File: config.mk
export PLATFORM = sky130hd
export DESIGN_NAME = serial_comparator_flat
export DESIGN_NICKNAME = d
export VERILOG_FILES = /design/src/rtl/serial_comparator_if.sv /design/src/rtl/serial_comparator.sv /design/src/flat_wrapper.sv
export SDC_FILE = /design/constraint.sdc
export NUM_CORES = 1
export LEC_CHECK = 0
export CAP_MARGIN = 20
export CORE_MARGIN = 3
export CORE_UTILIZATION = 45
export CTS_CLUSTER_DIAMETER = 30
export DETAILED_ROUTE_END_ITERATION = 7
export GPL_TIMING_DRIVEN = 0
export PLACE_DENSITY = 0.82
export SETUP_SLACK_MARGIN = 0.5
export SLEW_MARGIN = 25
export SYNTH_ARGS = -nofsm -noshare
export SYNTH_HDL_FRONTEND = slang
export SYNTH_SLANG_ARGS = --single-unit
File: constraint.sdc
create_clock -name clk -period 1.4 [get_ports clk]
set_input_delay 0.28 -clock clk [delete_from_list [all_inputs] [get_ports clk]]
set_output_delay 0.28 -clock clk [all_outputs]
set_load 0.02 [all_outputs]
File: src/rtl/serial_comparator_if.sv
// Handshake bundle between the ALU operand registers (master) and the serial comparator (slave).
// Carries the operands, the signed-mode select and the greater/equal/less result flags.
interface serial_comparator_if #(
    parameter int SIZE = 8
);
    logic            in_valid;
    logic            in_ready;
    logic [SIZE-1:0] a;
    logic [SIZE-1:0] b;
    logic            is_signed;
    logic            out_valid;
    logic            out_ready;
    logic            is_a_greater;
    logic            equal;
    logic            is_a_less;

    modport master (
        output in_valid, a, b, is_signed, out_ready,
        input  in_ready, out_valid, is_a_greater, equal, is_a_less
    );

    modport slave (
        input  in_valid, a, b, is_signed, out_ready,
        output in_ready, out_valid, is_a_greater, equal, is_a_less
    );
endinterface

File: src/rtl/serial_comparator.sv
// Serial MSB-first magnitude comparator, DIGIT bits per clock, signed or unsigned per transaction.
// Optional SERIAL_COMPARATOR_EARLY_EXIT_EN: finish on the first unequal digit instead of after all digits.
module serial_comparator #(
    parameter int SIZE  = 8,
    parameter int DIGIT = 2
) (
    input  logic                clk,
    input  logic                rst_n,
    serial_comparator_if.slave  bus
);
    localparam int NUM_DIGITS = SIZE / DIGIT;
    localparam int IDX_W      = (NUM_DIGITS > 1) ? $clog2(NUM_DIGITS) : 1;
    localparam logic [IDX_W-1:0] LAST_IDX = IDX_W'(NUM_DIGITS - 1);

    typedef enum logic [1:0] {
        IDLE = 2'd0,
        BUSY = 2'd1,
        DONE = 2'd2
    } state_t;

    state_t           state_q, state_d;
    logic [SIZE-1:0]  a_q, a_d;
    logic [SIZE-1:0]  b_q, b_d;
    logic [IDX_W-1:0] idx_q, idx_d;
    logic             gt_q, gt_d;
    logic             lt_q, lt_d;
    logic             out_valid_q, out_valid_d;
    logic             greater_q, greater_d;
    logic             equal_q, equal_d;
    logic             less_q, less_d;

    logic [SIZE-1:0]  sign_flip;
    logic [DIGIT-1:0] dig_a;
    logic [DIGIT-1:0] dig_b;
    logic             dig_gt;
    logic             dig_lt;
    logic             last_digit;

    // Flipping the sign bit maps two's-complement order onto unsigned order.
    assign sign_flip = {bus.is_signed, {(SIZE-1){1'b0}}};

    // Operands shift left each BUSY cycle so the current digit is always at the top.
    assign dig_a  = a_q[SIZE-1 -: DIGIT];
    assign dig_b  = b_q[SIZE-1 -: DIGIT];
    assign dig_gt = (dig_a > dig_b);
    assign dig_lt = (dig_a < dig_b);

`ifdef SERIAL_COMPARATOR_EARLY_EXIT_EN
    // No earlier digit can have differed, or BUSY would already have been left.
    assign last_digit = (idx_q == LAST_IDX) || dig_gt || dig_lt;
`else
    assign last_digit = (idx_q == LAST_IDX);
`endif

    always_comb begin
        state_d     = state_q;
        a_d         = a_q;
        b_d         = b_q;
        idx_d       = idx_q;
        gt_d        = gt_q;
        lt_d        = lt_q;
        out_valid_d = out_valid_q;
        greater_d   = greater_q;
        equal_d     = equal_q;
        less_d      = less_q;

        unique case (state_q)
            IDLE: begin
                if (bus.in_valid) begin
                    a_d     = bus.a ^ sign_flip;
                    b_d     = bus.b ^ sign_flip;
                    idx_d   = '0;
                    gt_d    = 1'b0;
                    lt_d    = 1'b0;
                    state_d = BUSY;
                end
            end
            BUSY: begin
                gt_d = gt_q | (~gt_q & ~lt_q & dig_gt);
                lt_d = lt_q | (~gt_q & ~lt_q & dig_lt);
                a_d  = a_q << DIGIT;
                b_d  = b_q << DIGIT;
                if (last_digit) begin
                    state_d     = DONE;
                    out_valid_d = 1'b1;
                    greater_d   = gt_d;
                    less_d      = lt_d;
                    equal_d     = ~gt_d & ~lt_d;
                end else begin
                    idx_d = idx_q + 1'b1;
                end
            end
            DONE: begin
                if (bus.out_ready) begin
                    state_d     = IDLE;
                    out_valid_d = 1'b0;
                    greater_d   = 1'b0;
                    equal_d     = 1'b0;
                    less_d      = 1'b0;
                end
            end
            default: begin
                state_d     = IDLE;
                out_valid_d = 1'b0;
                greater_d   = 1'b0;
                equal_d     = 1'b0;
                less_d      = 1'b0;
            end
        endcase
    end

    always_ff @(posedge clk) begin
        if (!rst_n) begin
            state_q     <= IDLE;
            a_q         <= '0;
            b_q         <= '0;
            idx_q       <= '0;
            gt_q        <= 1'b0;
            lt_q        <= 1'b0;
            out_valid_q <= 1'b0;
            greater_q   <= 1'b0;
            equal_q     <= 1'b0;
            less_q      <= 1'b0;
        end else begin
            state_q     <= state_d;
            a_q         <= a_d;
            b_q         <= b_d;
            idx_q       <= idx_d;
            gt_q        <= gt_d;
            lt_q        <= lt_d;
            out_valid_q <= out_valid_d;
            greater_q   <= greater_d;
            equal_q     <= equal_d;
            less_q      <= less_d;
        end
    end

    assign bus.in_ready     = rst_n && (state_q == IDLE);
    assign bus.out_valid    = out_valid_q;
    assign bus.is_a_greater = greater_q;
    assign bus.equal        = equal_q;
    assign bus.is_a_less    = less_q;
endmodule

File: src/flat_wrapper.sv
// flat-port wrapper written by rule: the top's interface ports become plain ports
module serial_comparator_flat 
#(
    parameter int SIZE  = 8,
    parameter int DIGIT = 2
)
  (clk, rst_n, bus_in_valid, bus_a, bus_b, bus_is_signed, bus_out_ready, bus_in_ready, bus_out_valid, bus_is_a_greater, bus_equal, bus_is_a_less);
  serial_comparator_if #(.SIZE(SIZE)) bus_i ();
  input  logic clk;
  input  logic rst_n;
  input wire logic [$bits(bus_i.in_valid)-1:0] bus_in_valid;
  input wire logic [$bits(bus_i.a)-1:0] bus_a;
  input wire logic [$bits(bus_i.b)-1:0] bus_b;
  input wire logic [$bits(bus_i.is_signed)-1:0] bus_is_signed;
  input wire logic [$bits(bus_i.out_ready)-1:0] bus_out_ready;
  output wire logic [$bits(bus_i.in_ready)-1:0] bus_in_ready;
  output wire logic [$bits(bus_i.out_valid)-1:0] bus_out_valid;
  output wire logic [$bits(bus_i.is_a_greater)-1:0] bus_is_a_greater;
  output wire logic [$bits(bus_i.equal)-1:0] bus_equal;
  output wire logic [$bits(bus_i.is_a_less)-1:0] bus_is_a_less;
  assign bus_i.in_valid = bus_in_valid;
  assign bus_i.a = bus_a;
  assign bus_i.b = bus_b;
  assign bus_i.is_signed = bus_is_signed;
  assign bus_i.out_ready = bus_out_ready;
  assign bus_in_ready = bus_i.in_ready;
  assign bus_out_valid = bus_i.out_valid;
  assign bus_is_a_greater = bus_i.is_a_greater;
  assign bus_equal = bus_i.equal;
  assign bus_is_a_less = bus_i.is_a_less;
  serial_comparator #(.SIZE(SIZE), .DIGIT(DIGIT)) u_core (.clk(clk), .rst_n(rst_n), .bus(bus_i));
endmodule
==> metrics.md, run 1 <==
| Metric | Value |
|---|---|
| Status | `finished, violations left` |
| Failing checks | `setup timing` |
| Synthesized flop and latch total | `26` |
| Fill count | `135` |
| Min Tclk post-route | `between 1 and 1.5 ns` |
| Drt wl/cell | `around 19 um` |
| Count of final hold-check violations | `0` |
| VDD IR-drop max | `between 0.0007 and 0.0008 V` |
| R2R Setup Slk | `-0.04 ns` |
| Nature of the critical path endpoint | `flip-flop` |
| Post-Place Cells | `between 200 and 250` |
| Largest net degree at the start of global routing | `16` |
| Design area | `roughly 2100 um2` |
| Antenna Nets Post-Route | `0` |
| Critical path class | `flip-flop to flip-flop` |
| Area share of the largest cell type after synthesis | `0.413` |
| Synth Warn # | `0` |
| Vias per inst | `5.88` |
| FMAX | `0.695 GHz` |
| Total number of vias | `around 1400` |
| Clock Tree Root | `clkbuf_4` |
| Hold path depth | `2` |
| RePlAce Congestion | `~0.8` |
| Setup crit start | `u_core.state_q[1]` |
| DP Area | `1700 um2` |
| Port Buffers | `25` |
| TritonCTS clock tree | `yes` |
| RSZ-0062 raised after global routing | `true` |
| Max_slew headroom | `0.762` |
| FF/Latch Area | `between 500 and 600 um2` |
| Lkg Pwr | `between 0.0008 and 0.0009 uW` |
| Placed wire-length estimate | `approximately 2.3 mm` |
| Netlist cell types | `29` |
| Min Hold Slack | `between 0.4 and 0.5 ns` |
| Die ar. | `roughly 3500 um2` |
| Initial Util | `0.491` |
| DRT iter0 DRCs | `93` |
| Worst r2r src | `u_core.state_q[1]` |
| Sequential share of the synthesized area | `0.413` |
| Clock buffer count from CTS | `3` |
| Max cap viols | `0` |
| Max FO, Critical Path | `4` |
| HP Start | `u_core.bus.is_a_greater` |
| Util after Layout | `0.830` |
| DRC | `0` |
| Antenna cells | `0` |
| CTS clk-pin slew, worst paths | `roughly 0.15 ns` |
| Final Setup Violations | `4` |
| Post-synth top flop | `dfxtp_1` |
| Hold Buf Count CTS | `0` |
| Tcrit/Tclk final | `1.03` |
| GRT Overall Usage | `0.248` |
| Overall Power | `1840 uW` |
| Depth of the most critical reg-to-reg path | `5` |
| Mapped Cells | `154` |
| Number of synthesized flops with an enable pin | `0` |
| Clk sinks | `26` |
| Clock latency on the worst-skew pair | `roughly 0.34 ns` |
| Final worst slack | `-0.0385 ns` |
| Fin. max-slew vios | `0` |
| DR pass1 iterations | `4` |
| Crit Reg-Reg Endpoint | `u_core.bus.is_a_greater` |
| Non-filler cells, final | `231` |
| GRT overflow | `0` |
| Vias in the first global route | `about 1400` |
| Synthesized area | `roughly 1300 um2` |
| Initial antenna violation count | `0` |
| Ys async rst share | `0` |
| Power Dens Cells | `approximately 870 nW/um2` |
| Num rows | `18` |
| Main area contributors after synthesis | `dfxtp_1, nand2_1, a311oi_2` |
| Die X | `just under 60 um` |
| Area grow syn2layout | `69.1%` |
| Die height | `58.9 um` |
| Top Ports | `26` |
| Critical Path RT | `1.68 ns` |
| Global-route wire length before repair | `between 6 and 7 mm` |
| Syn_nets | `~180` |
| Worst Hold End | `u_core.bus.is_a_greater` |
| Yosys top cell by area | `dfxtp_1` |
| Floorplan core area | `around 2600 um2` |
| Nets@finish | `~230` |
| Hold/Removal Path Class | `flip-flop to flip-flop` |
| Slew @ Worst Pin | `0.357 ns` |
| CP startpoint kind | `flip-flop` |
| Final wirelength | `4.47 mm` |
| Multi-input logic area | `between 900 and 1000 um2` |
| H-Tree Level Count | `1` |
| Post-Syn Area per Cell | `between 8 and 9 um2` |
| Worst-case clock buffer depth | `2` |
| Setup Skew | `about 0.0085 ns` |
| Layout cells sized above 1 | `0.557` |
| Crit path DAT | `roughly 1.7 ns` |
==> final cells by class <==
type	instances	area share
Sequential cell	26	0.255
Clock buffer	4	0.0223
Timing Repair Buffer	43	0.213
Buffer	8	0.0435
Multi-Input combinational cell	115	0.440
Inverter	5	0.00881
Tap cell	30	0.0176
==> metal layers <==
| layer | vias to the layer above | GRT usage | wire length, um |
|---|---|---|---|
| met5 | - | 0 | 0 |
| met4 | 0 | 0.0939 | 97 |
| met3 | 12 | 0.0351 | 232 |
| met2 | 60 | 0.456 | 2440 |
| met1 | 661 | 0.286 | 1700 |
| li1 | 625 | - | - |
==> flip-flops by register name, indices dropped and copies added, names as in the netlist <==
register                 cells
u_core.idx_q                 2
u_core.b_q                   8
u_core.bus.is_a_greater      1
u_core.bus.equal             1
u_core.lt_q                  1
u_core.a_q                   8
u_core.state_q               2
u_core.bus.is_a_less         1
u_core.bus.out_valid         1
u_core.gt_q                  1
==> stage by stage <==
step	setup TNS, ns	setup WS (ns)
6_report	-0.109	-0.0385
4_1_cts	-0.0482	-0.0208
2_1_floorplan	0	0.109
3_5_place_dp	-7.37	-0.658
3_3_place_gp	-5.84	-0.644
5_1_grt	-0.352	-0.0835
==> synthesized netlist by cell type, drive strengths merged, types with 2 or more instances <==
cell,number
or3,2
dfxtp,26
o21ai,6
a22oi,4
nand2,32
a21oi,14
and2,4
or2,2
a311oi,10
clkbuf,3
inv,5
ha,3
nor2,20
xor2,2
buf,5
nand2b,2
nor2b,6
==> cell usage in the layout (no fill, tap or decap), types with 6 or more instances in the layout <==
cell type	n
nand2_1	20
nor2_2	8
nor2_4	6
nand2_2	11
a311oi_2	10
buf_6	13
a21oi_2	9
dfxtp_1	14
clkdlybuf4s50_1	18
nor2_1	6
buf_4	10
dfxtp_2	9
==> repair_timing <==
action | 4_1_cts | 5_1_grt
cloned | 2 | 1
gates resized for setup | 77 | 23
setup buffers | 14 | 1
pin swaps | 19 | 18
setup endpoints to repair | 31 | 31
==> worst max-delay path, stage by stage (launching register included) <==
cell,delay [ns]
dfxtp_2,0.36
buf_4,0.15
and2b_4,0.28
nand2_4,0.08
or3_4,0.39
a21oi_2,0.12
==> cells by family after synthesis <==
family	count (synthesis)	synth area share
fa+ha+maj	3	0.0298
simple gates	71	0.255
flops	26	0.413
compound gates	38	0.233
xor+xnor	2	0.0139
mux	1	0.00894
buf+inv	13	0.0457
==> power by group <==
group | switching (uW) | total [uW] | internal, uW
clock network | 255 | 474 | 219
registers | 55.7 | 846 | 790
logic | 246 | 524 | 278
total | 557 | 1840 | 1290
==> worst max path at each step <==
stage | endpoint | slack (ns) | depth (start not counted)
CTS | bus_in_ready | -0.02 | 4
global placement | bus_in_ready | -0.64 | 4
finish | u_core.bus.is_a_greater | -0.04 | 5
floorplan | u_core.gt_q | 0.11 | 6
detailed placement | bus_in_ready | -0.66 | 4
global route | u_core.bus.out_valid | -0.08 | 7
Power figures use the tool's default switching activity.
==> inputs of run 2 (changes only) <==
PLACE_DENSITY = 0.79   (was 0.82)
SETUP_SLACK_MARGIN = not set   (was 0.5)
==> run 2 against run 1 <==
The flow still finishes with violations (setup timing). Cell count is 5.6% lower. Core utilization fell by 18 points. Worst hold slack got worse by 0.032 ns. Sequential share of layout area increased by 6.0 points. Combinational power fell by 34%. Final area fell by 22%. Clock power shrank 32%. Sequential power down 2%. Highest routed layer unchanged. Flip-flop and latch count did not move. First-iteration DRC count fell by 56%.
==> metrics.md, run 2 (synthesis gave the netlist of run 1 again) <==
| Metric | Value |
|---|---|
| Status | `finished, violations left` |
| Failing checks | `setup timing` |
| Max_slew headroom | `0.594` |
| Crit path DAT | `between 1 and 1.5 ns` |
| Drt wl/cell | `approximately 14 um` |
| Max cap viols | `0` |
| TritonCTS clock tree | `yes` |
| Power Dens Cells | `a little under 900 nW/um2` |
| VDD IR-drop max | `~0.00064 V` |
| Count of final hold-check violations | `0` |
| Nets@finish | `between 200 and 250` |
| Critical path class | `flip-flop to output port` |
| R2R Setup Slk | `around 0.020 ns` |
| Commonest non-fill, non-tap cells in the layout | `nand2_1, dfxtp_1, nor2_1` |
| FF/Latch Area | `roughly 530 um2` |
| Placed wire-length estimate | `2.20 mm` |
| Worst-case clock buffer depth | `2` |
| Hold/Removal Path Class | `flip-flop to flip-flop` |
| FMAX | `around 0.67 GHz` |
| Port Buffers | `25` |
| Min Hold Slack | `0.461 ns` |
| Clock buffer count from CTS | `3` |
| Vias per inst | `between 5 and 6` |
| GRT Overall Usage | `0.193` |
| Vias in the first global route | `1200` |
| Clk sinks | `26` |
| Overall Power | `1490 uW` |
| Multi-input logic area | `roughly 730 um2` |
| Global-route wire length before repair | `~5.1 mm` |
| Largest registers | `u_core.a_q x8, u_core.b_q x8` |
| CP startpoint kind | `flip-flop` |
| Nature of the critical path endpoint | `output port` |
| Clock latency on the worst-skew pair | `approximately 0.32 ns` |
| Die ar. | `roughly 3500 um2` |
| Final Setup Violations | `1` |
| DRT iter0 DRCs | `41` |
| Top Ports | `26` |
| Slew @ Worst Pin | `0.609 ns` |
| Final wirelength | `roughly 3.1 mm` |
| Setup Skew | `0.00122 ns` |
| CP max-delay cell | `dfxtp_2` |
| Most common library cell in the layout ignoring fill and taps | `nand2_1` |
| Largest net degree at the start of global routing | `14` |
| Tcrit/Tclk final | `1.07` |
| Floorplan core area | `about 2600 um2` |
| Max FO, Critical Path | `8` |
| Fill count | `roughly 230` |
| Critical Path RT | `1.12 ns` |
| Antenna cells | `0` |
| DR pass1 iterations | `4` |
| Min Tclk post-route | `between 1.5 and 2 ns` |
| H-Tree Level Count | `1` |
| Total number of vias | `between 1000 and 1500` |
| Initial antenna violation count | `0` |
| Initial Util | `0.491` |
| Setup TNS | `-0.100 ns` |
| DRC | `0` |
| Num rows | `18` |
| Crit path cell chain | `buf_6 > nand2b_4 > nor2_1 > buf_4` |
| RSZ-0062 raised after global routing | `true` |
| CTS clk-pin slew, worst paths | `around 0.13 ns` |
| Antenna Nets Post-Route | `0` |
| Die height | `58.9 um` |
| RePlAce Congestion | `around 0.77` |
| Final worst slack | `-0.100 ns` |
| Area grow syn2layout | `32.7%` |
| GRT overflow | `0` |
| Die X | `around 60 um` |
| Crit-path max cell delay | `approximately 0.36 ns` |
| Clock Tree Root | `clkbuf_4` |
| Layout cells sized above 1 | `0.218` |
| Lkg Pwr | `0.000653 uW` |
| Fin. max-slew vios | `0` |
-- run 2: worst max-delay path, delay by kind of cell (launching register included) --
kind          cells  cell delay, ns
buf+inv           2            0.28
flops             1            0.36
simple gates      2            0.26
-- run 2: power breakdown --
group	switching (uW)	total (uW)	internal [uW]
clock	219	320	101
combinational	171	346	174
sequential	35.2	826	791
-- run 2: stage by stage --
| step | utilization | std cells | cell area [um2] | worst slack, ns |
|---|---|---|---|---|
| after global placement | 0.603 | 209 | 1550 | -0.628 |
| after detailed placement | 0.603 | 209 | 1550 | -0.661 |
| final | 0.651 | 218 | 1670 | -0.100 |
| after floorplan | - | 154 | 1260 | 0.0393 |
| after CTS | 0.621 | 212 | 1600 | -0.120 |
| after global routing | 0.651 | 218 | 1670 | -0.147 |
-- run 2: cell type report --
cell class | instances | share of cell area
Buffer | 8 | 0.0292
Clock buffer | 3 | 0.0135
Inverter | 5 | 0.0112
Sequential cell | 26 | 0.315
Multi-Input combinational cell | 115 | 0.438
Timing Repair Buffer | 31 | 0.171
Tap cell | 30 | 0.0225
-- run 2: final timing paths --
check                       startpoint                   end  cells past startpoint
setup / recovery     u_core.state_q[1]          bus_in_ready                      4
hold / removal    u_core.bus.is_a_less  u_core.bus.is_a_less                      2
setup reg to reg         u_core.a_q[7]           u_core.gt_q                      5
hold reg to reg   u_core.bus.is_a_less  u_core.bus.is_a_less                      2
-- run 2: layer usage --
metal	GRT usage	routed length [um]	vias to the layer above
li1	-	-	596
met4	0.0906	74	0
met1	0.212	1280	550
met2	0.350	1600	36
met5	0	0	-
met3	0.0373	119	7
-- run 2: what timing repair did --
action / 4_1_cts / 5_1_grt
hold buffers: 0 / 0
hold endpoints to repair: 0 / 0
resized for setup: 20 / 9
setup buffers: 0 / 6
pin swaps: 6 / 5
setup endpoints to repair: 12 / 7
==> inputs of run 3 (changes only) <==
CORE_UTILIZATION = 47   (was 45)
CTS_BUF_LIST = sky130_fd_sc_hd__clkbuf_4 sky130_fd_sc_hd__clkbuf_8   (was not set)
PLACE_DENSITY = 0.82   (was 0.79)
==> run 3 against run 2 <==
The run still ends with setup timing left. Non-clock buffer count fell by 1. Flip-flop and latch count is the same. First-iteration DRC count shrank 22%. Critical path type unchanged.
==> metrics.md, run 3 (synthesis gave the netlist of run 1 again) <==
| Metric | Value |
|---|---|
| Die X | `between 50 and 60 um` |
| CP max-delay cell | `dfxtp_2` |
| Crit-path max cell delay | `between 0.3 and 0.4 ns` |
| Num rows | `18` |
| Final Setup Violations | `1` |
| Layout cells sized above 1 | `0.261` |
| Tcrit/Tclk final | `1.05` |
| Antenna Nets Post-Route | `0` |
| Met2 GRT Util | `0.323` |
| Vias per inst | `5.44` |
| Port Buffers | `25` |
| Clock buffer count from CTS | `3` |
| Commonest non-fill, non-tap cells in the layout | `nand2_1, dfxtp_1, clkdlybuf4s50_1` |
| Fill count | `200` |
| Critical Path RT | `1.12 ns` |
| Most common library cell in the layout ignoring fill and taps | `nand2_1` |
| Clk sinks | `26` |
| Lkg Pwr | `0.000680 uW` |
| GR Layer Usage met3 | `0.0423` |
| Final wirelength | `3.00 mm` |
| Worst-case clock buffer depth | `2` |
| CP startpoint kind | `flip-flop` |
| Max_slew headroom | `0.606` |
| Power Dens Cells | `between 900 and 1000 nW/um2` |
| Most used cell, CP | `buf_6` |
| Antenna cells | `0` |
| Setup Skew | `about 0.017 ns` |
| Drt wl/cell | `~14 um` |
| Critical path class | `flip-flop to output port` |
| GRT busiest layer | `met2` |
| R2R Setup Slk | `around 0.030 ns` |
| Largest net degree at the start of global routing | `16` |
| CP bufs+invs | `2` |
| Crit path cell chain | `buf_6 > nand2b_4 > nor2_4 > buf_6` |
| Initial Util | `0.500` |
| VDD IR-drop max | `just under 0.0008 V` |
| Die ar. | `3340 um2` |
| Clock Tree Root | `clkbuf_4` |
| Max FO, Critical Path | `3` |
| Non-filler cells, final | `218` |
| Fin. max-slew vios | `0` |
| RePlAce Congestion | `0.752` |
| GRT overflow | `0` |
| Nets@finish | `between 200 and 250` |
| Final worst slack | `-0.0764 ns` |
| Status | `finished, violations left` |
| FF/Latch Area | `~530 um2` |
| Min Tclk post-route | `about 1.5 ns` |
| Placed wire-length estimate | `around 2.1 mm` |
| Vias in the first global route | `between 1000 and 1500` |
| DR pass1 iterations | `4` |
| Top Ports | `26` |
| Floorplan core area | `roughly 2500 um2` |
| Hold/Removal Path Class | `flip-flop to flip-flop` |
| Total number of vias | `roughly 1200` |
| FMAX | `0.677 GHz` |
| Count of final hold-check violations | `0` |
| Nature of the critical path endpoint | `output port` |
| H-Tree Level Count | `1` |
| RSZ-0062 raised after global routing | `true` |
| Failing checks | `setup timing` |
| DRT iter0 DRCs | `32` |
| Initial antenna violation count | `0` |
| Met1 Use GR | `0.219` |
| Crit path DAT | `approximately 1.2 ns` |
| Post-Place Cells | `209` |
| Die height | `~58 um` |
| GRT Overall Usage | `0.179` |
| Largest registers | `u_core.a_q x8, u_core.b_q x8` |
| TritonCTS clock tree | `yes` |
| Post-Place Setup Slack | `-0.651 ns` |
| Hold Buf Count CTS | `0` |
| Slew @ Worst Pin | `0.590 ns` |
| Clock latency on the worst-skew pair | `between 0.3 and 0.4 ns` |
| CTS clk-pin slew, worst paths | `around 0.15 ns` |
| Multi-input logic area | `about 770 um2` |
| DRC | `0` |
| Max cap viols | `0` |
| Top delay family on crit path | `flip-flops` |
| Global-route wire length before repair | `a little under 5 mm` |
| Area grow syn2layout | `38.5%` |
[run 3: changes by cell type in the layout (fill, tap and decap cells not counted), sizes merged]
cell          delta
bufinv           +1
buf              -2
dlygate4sd2      -1
clkbuf           +1
dlymetal6s2s     +1
[run 3: worst min-delay path: stages, from the launching register on]
cell and delay, ns:
dfxtp_1 0.34, nand2_1 0.05, a21oi_1 0.05
[run 3: where the power goes]
group          switching (uW)  total (uW)  internal (uW)
sequential               37.2         829            792
combinational             185         379            194
clock                     236         526            290
[run 3: worst paths after layout]
path | endpoint | cells past startpoint | start
worst max-delay path | bus_in_ready | 4 | u_core.state_q[1]
worst min-delay path | u_core.bus.is_a_less | 2 | u_core.bus.is_a_less
worst max register to register | u_core.idx_q[0] | 5 | u_core.state_q[1]
worst min register to register | u_core.bus.is_a_less | 2 | u_core.bus.is_a_less
[run 3: routing by layer]
metal / routed length [um] / up-vias
li1: - / 595
met1: 1360 / 560
met2: 1500 / 25
met3: 114 / 5
met4: 23 / 0
met5: 0 / -
[run 3: cell type report]
class	instances	area share
flip-flops and latches	26	0.303
multi-input cells	115	0.442
well taps	30	0.0215
inverters	5	0.0108
repair buffers	30	0.163
clock inverters	1	0.0172
clock buffers	3	0.0129
plain buffers	8	0.0294
[run 3: timing repair]
item                                    in CTS  in global routing
pin swaps                                    7                  5
cloned                                       0                  1
gates resized for setup                     24                 21
setup buffers                                0                  4
endpoints found under the setup margin      10                 20
[run 3: stage by stage]
step / power (uW) / hold slack (ns) / instance area [um2] / TNS [ns] / utilization
finish: 1730 / 0.463 / 1750 / -0.0764 / 0.692
global route: 1790 / 0.487 / 1750 / -0.123 / 0.692
global placement: 1120 / 0.443 / 1550 / -5.13 / 0.614
floorplan: 1020 / 0.402 / 1260 / 0 / -
CTS: 1680 / 0.466 / 1650 / -0.119 / 0.653
detailed placement: 1140 / 0.449 / 1550 / -6.71 / 0.614
